### src/rtl/band_mix_sequencer.sv
// Mixes BANDS equalizer band words into one sample through a shared external
// saturating adder, one operand pair per cycle, with a sticky clip indication.
module band_mix_sequencer #(
    parameter int WIDTH = 16,
    parameter int BANDS = 5
) (
    input  logic                   clk,
    input  logic                   rst_n,
    input  logic                   start,
    input  logic [BANDS*WIDTH-1:0] band_data,
    input  logic [BANDS-1:0]       band_en,
    output logic [WIDTH-1:0]       sum_a,
    output logic [WIDTH-1:0]       sum_b,
    input  logic [WIDTH-1:0]       sum_y,
    output logic [WIDTH-1:0]       mix_out,
    output logic                   done,
    output logic                   busy,
    output logic                   clip
);

    localparam int IDX_W = (BANDS > 1) ? $clog2(BANDS) : 1;

    typedef enum logic [1:0] {
        ST_IDLE = 2'd0,
        ST_ACC  = 2'd1,
        ST_DONE = 2'd2
    } state_t;

    state_t             r_state;
    state_t             w_state_nx;
    logic [WIDTH-1:0]   r_band [BANDS];
    logic [BANDS-1:0]   r_en;
    logic [WIDTH-1:0]   r_acc;
    logic [IDX_W-1:0]   r_idx;
    logic               r_clip_flag;
    logic [WIDTH-1:0]   r_mix;
    logic               r_clip_out;
    logic               r_done;
    logic               r_busy;

    logic [WIDTH-1:0]   w_band_sel;
    logic               w_en_sel;
    logic               w_last;
    logic [WIDTH:0]     w_ext_sum;
    logic               w_step_clip;

    assign w_last = (r_idx == IDX_W'(BANDS - 1));

    // Band/enable select by index; explicit compare avoids indexing past BANDS
    always_comb begin
        w_band_sel = '0;
        w_en_sel   = 1'b0;
        for (int k = 0; k < BANDS; k++) begin
            if (r_idx == IDX_W'(k)) begin
                w_band_sel = r_band[k];
                w_en_sel   = r_en[k];
            end else begin
                w_band_sel = w_band_sel;
                w_en_sel   = w_en_sel;
            end
        end
    end

    // Adder operands: only driven during accumulation, zero otherwise
    always_comb begin
        sum_a = '0;
        sum_b = '0;
        if (r_state == ST_ACC) begin
            sum_a = r_acc;
            sum_b = w_en_sel ? w_band_sel : '0;
        end else begin
            sum_a = '0;
            sum_b = '0;
        end
    end

    // A step clipped when the exact sum disagrees with the adder's result
    assign w_ext_sum   = {sum_a[WIDTH-1], sum_a} + {sum_b[WIDTH-1], sum_b};
    assign w_step_clip = (r_state == ST_ACC) && (w_ext_sum != {sum_y[WIDTH-1], sum_y});

    // Next-state logic
    always_comb begin
        w_state_nx = r_state;
        case (r_state)
            ST_IDLE: begin
                if (start) begin
                    w_state_nx = ST_ACC;
                end else begin
                    w_state_nx = ST_IDLE;
                end
            end
            ST_ACC: begin
                if (w_last) begin
                    w_state_nx = ST_DONE;
                end else begin
                    w_state_nx = ST_ACC;
                end
            end
            ST_DONE: begin
                w_state_nx = ST_IDLE;
            end
            default: begin
                w_state_nx = ST_IDLE;
            end
        endcase
    end

    // State register plus busy/done, registered from the next state
    always_ff @(posedge clk) begin
        if (!rst_n) begin
            r_state <= ST_IDLE;
            r_busy  <= 1'b0;
            r_done  <= 1'b0;
        end else begin
            r_state <= w_state_nx;
            r_busy  <= (w_state_nx != ST_IDLE);
            r_done  <= (w_state_nx == ST_DONE);
        end
    end

    // Band capture on an accepted start
    always_ff @(posedge clk) begin
        if (!rst_n) begin
            for (int k = 0; k < BANDS; k++) begin
                r_band[k] <= '0;
            end
            r_en <= '0;
        end else if ((r_state == ST_IDLE) && start) begin
            for (int k = 0; k < BANDS; k++) begin
                r_band[k] <= band_data[k*WIDTH +: WIDTH];
            end
            r_en <= band_en;
        end else begin
            r_en <= r_en;
        end
    end

    // Accumulator, index and sticky clip flag
    always_ff @(posedge clk) begin
        if (!rst_n) begin
            r_acc       <= '0;
            r_idx       <= '0;
            r_clip_flag <= 1'b0;
        end else begin
            case (r_state)
                ST_IDLE: begin
                    if (start) begin
                        r_acc       <= '0;
                        r_idx       <= '0;
                        r_clip_flag <= 1'b0;
                    end else begin
                        r_acc       <= r_acc;
                    end
                end
                ST_ACC: begin
                    r_acc       <= sum_y;
                    r_idx       <= r_idx + IDX_W'(1);
                    r_clip_flag <= r_clip_flag | w_step_clip;
                end
                ST_DONE: begin
                    r_acc <= r_acc;
                end
                default: begin
                    r_acc       <= '0;
                    r_idx       <= '0;
                    r_clip_flag <= 1'b0;
                end
            endcase
        end
    end

    // Result is published on the final step so it is valid alongside done
    always_ff @(posedge clk) begin
        if (!rst_n) begin
            r_mix      <= '0;
            r_clip_out <= 1'b0;
        end else if ((r_state == ST_ACC) && w_last) begin
            r_mix      <= sum_y;
            r_clip_out <= r_clip_flag | w_step_clip;
        end else begin
            r_mix      <= r_mix;
            r_clip_out <= r_clip_out;
        end
    end

    assign mix_out = r_mix;
    assign clip    = r_clip_out;
    assign done    = r_done;
    assign busy    = r_busy;

endmodule

### config.mk
export PLATFORM = sky130hd
export DESIGN_NAME = band_mix_sequencer
export DESIGN_NICKNAME = d
export VERILOG_FILES = /design/src/rtl/band_mix_sequencer.sv
export SDC_FILE = /design/constraint.sdc
export NUM_CORES = 1
export LEC_CHECK = 0
export BUFFER_PORTS_ARGS = -buffer_cell sky130_fd_sc_hd__buf_2
export CAP_MARGIN = 20
export CELL_PAD_IN_SITES_DETAIL_PLACEMENT = 1
export CELL_PAD_IN_SITES_GLOBAL_PLACEMENT = 1
export CORE_ASPECT_RATIO = 1.25
export CORE_MARGIN = 2
export CORE_UTILIZATION = 41
export CTS_CLUSTER_DIAMETER = 60
export DETAILED_ROUTE_END_ITERATION = 7
export GPL_ROUTABILITY_DRIVEN = 0
export GPL_TIMING_DRIVEN = 0
export HOLD_SLACK_MARGIN = 0.08
export PLACE_DENSITY = 0.8
export SLEW_MARGIN = 20
export SYNTH_ARGS = -nofsm -noshare
export SYNTH_HDL_FRONTEND = slang
export SYNTH_SLANG_ARGS = --single-unit
### constraint.sdc
create_clock -name clk -period 5.4 [get_ports clk]
set_clock_uncertainty 0.05 [all_clocks]
set_input_delay 0.54 -clock clk [delete_from_list [all_inputs] [get_ports clk]]
set_output_delay 0.54 -clock clk [all_outputs]
set_load 0.005 [all_outputs]
==> run metrics <==
reg2reg setup slack 0.24 ns; fin. max-slew vios 0; critical path class reg -> reg; RR Startpoint r_idx[2]; # rows 51; Net Sw Frac 27.00%; Netlist Area Pre-Place 6546 um2; min-delay src band_en[4]; Max IR drop VDD 214.1 uV; Ant. Diodes 0; initial core utilization 41.87%; Longest Clk Path Bufs 2; commonest non-fill, non-tap cell in the layout buf_2; share of layout cells above drive strength 1 25.51%; Combinational Power Share 11.1%; Worst Hold Class in -> reg; critical path arrival 5.40 ns; first-pass GRT wire length 33,220 um; post-synthesis instance total 643; Power Internal 1.846 mW; Layout Nets 944; Yosys cell types 58; cell family with most CP delay compound AO/OA/AOI/OAI gates; commonest non-fill, non-tap cells in the layout 156 x buf_2, 81 x and3_1, 80 x edfxtp_1, 53 x nand2_1, 47 x nor2_1; clk sink count 126; Clk Latency, worst-skew pair 0.43 ns; Total GRT Usage 25.87%; Crit path required time 5.63 ns; f_max 193.7 MHz; Levels on crit path 18; TNS Setup 0 ns; crit path cell chain inv_2 > clkbuf_1 > ha_1 > buf_1 > o311ai_1 > o211ai_1 > buf_4 > clkbuf_2 > a211oi_2 > ha_1 > a21o_1 > a31oi_2 > a21oi_2 > o41ai_4 > o31ai_2 > or3_1 > a211oi_2 > a31oi_1; CP Buf/Inv Count 5; Final min period 5.162 ns; total of max-cap violations 0; worst setup path start r_idx[2]; wire length per cell 20.77 um; Slew @ Worst Pin 0.9504 ns; core area 15,630 um2; Hold Path End r_en[4]; FF+latch count, synth 126; final hold viol count 0; EDFF count, synth 80; Slowest cell on crit path o41ai_4; Die ar. 17,000 um2; # hold bufs at CTS 0; WHS Path Cells 3; I/O Buffers 154; final wirelength 21,670 um; largest net degree at the start of global routing 45; DRC errors left 0; Synth Area per Inst 10.18 um2; dominant synthesized flop cell edfxtp_1; Die Span X 117.0 um; Post-synth ARST share 0%; # IOs 155; clock power share 44.8%; final setup fails 0; Cell Pwr Density 307.5 nW/um2; Die Span Y 145.3 um; Area Overhead vs Synth 25.63%; placed inst area 7610 um2; crit path max fanout 10; Slew HR 36.64%; Setup crit end kind flop; Register-to-Register Path Depth 18; vias in the first global route 6,272; reg2reg end clip; Largest stage delay, worst path 0.49 ns; Synth warnings 0; vias 5,934; H-tree Lvls 4; cell leakage power 3.756 nW; net load switching power 682.8 uW; sequential power share 44.1%; Num CTS Buffers 17; DR vias/cell 5.689; sequential fraction of the synthesis area 50.76%; TritonCTS clock tree done; crit share post-route 95.60%; syn_nets 769; DRT antenna net count 0; Non-Filler Cell Area, Final 8224 um2; total global routing overflow 0; clk root buf clkbuf_16; initial antenna violation count 0; startpoint types flop; Initial DRC Count 363; Post-DP HPWL 16,490 um; outcome finished clean; drt pass-1 iters 6; CTS clk-pin slew, worst paths 0.06 ns
==> logic make-up after synthesis <==
group,after synthesis,synth area share (%)
AOI/OAI and AO/OA,139,16.07
muxes,5,0.7646
DFF,126,50.76
adders and majority gates,22,4.320
buffers and inverters,58,3.364
xor gates and xnor gates,22,2.943
and+or+nand+nor,271,21.77
==> worst max-delay path by stage <==
stage / end / slack [ns]
final: clip / 0.24
after global routing: clip / -0.04
after CTS: r_clip_flag / 0.03
after detailed placement: clip / -0.003
after global placement: r_clip_flag / 0.18
after floorplan: clip / 1.09
==> registers in the layout, indices dropped and copies added, names as in the netlist <==
name	count
r_clip_flag	1
busy	1
r_acc	16
r_band	80
mix_out	16
r_idx	3
clip	1
r_state	2
r_en	5
done	1
==> synthesized netlist by cell type (2+ instances only) <==
cell type / count / share of area (%)
nand2_1: 53 / 3.0
o21ai_0: 9 / 0.69
a211o_1: 3 / 0.40
clkbuf_1: 45 / 2.6
edfxtp_1: 80 / 37
or2_0: 2 / 0.19
nor4_1: 2 / 0.19
a31oi_1: 3 / 0.29
nor2b_1: 26 / 2.5
xor2_1: 6 / 0.80
a21boi_0: 17 / 1.9
a222oi_1: 17 / 2.6
a211oi_1: 18 / 2.1
ha_1: 21 / 4.0
o2111ai_1: 4 / 0.54
a22oi_1: 17 / 1.9
a21oi_1: 28 / 2.1
a21o_1: 6 / 0.69
buf_2: 2 / 0.15
mux2i_1: 5 / 0.76
xnor2_1: 16 / 2.1
nor3_1: 24 / 1.8
and2_1: 20 / 1.9
nor2_1: 47 / 2.7
nand4_1: 2 / 0.19
nand3_1: 5 / 0.38
inv_1: 9 / 0.52
and3_1: 81 / 7.7
dfxtp_1: 46 / 14
==> worst reg2reg max path: stages (launching register included) <==
cell      delay (ns)
dfxtp_1         0.45
inv_2           0.15
clkbuf_1        0.27
ha_1            0.27
buf_1           0.18
o311ai_1        0.37
o211ai_1        0.15
buf_4           0.21
clkbuf_2        0.22
a211oi_2        0.35
ha_1            0.38
a21o_1          0.23
a31oi_2         0.23
a21oi_2         0.13
o41ai_4         0.49
o31ai_2         0.12
or3_1           0.35
a211oi_2        0.32
a31oi_1         0.12
==> area by class of cell <==
type                            instances  area [um2]
Fill cell                            1796        7410
Clock buffer                           17       425.4
Inverter                               10       37.54
Buffer                                 47       183.9
Sequential cell                       126        3323
Multi-Input combinational cell        459        3035
Timing Repair Buffer                  157       805.8
Tap cell                              212       265.3
Clock inverter                         15       147.6
==> what timing repair did <==
item	4_1_cts	5_1_grt
resized for setup	4	10
buffers inserted	0	2
setup endpoints to repair	2	2
pin swaps	0	0
==> through the flow <==
step	util (%)	cells	hold slack, ns	setup slack (ns)	total power, mW
global placement	48.50	1009	0.3978	0.1799	1.392
CTS	52.47	1042	0.3397	0.02773	2.531
floorplan	-	643	0.4100	1.085	1.280
finish	52.61	1043	0.3390	0.2377	2.529
global route	52.61	1043	0.3645	-0.03626	2.602
detailed placement	48.68	1010	0.4098	-0.003191	1.408
==> power groups by stage <==
stage / clock (mW) / sequential [mW] / combinational (mW)
after global routing: 1.18 / 1.12 / 0.305
after global placement: 0 / 1.13 / 0.258
after detailed placement: 0 / 1.13 / 0.275
after CTS: 1.14 / 1.11 / 0.279
after floorplan: 0 / 1.13 / 0.152
final: 1.13 / 1.12 / 0.281
==> metal layers <==
metal  vias up  GRT usage [%]  part of all wire (%)
li1       2750              -                     -
met1      2879          28.60                    38
met2       257          47.92                    53
met3        48          4.302                   5.6
met4         0          10.18                   3.1
met5         -              0                     0
Power figures use the tool's default switching activity.
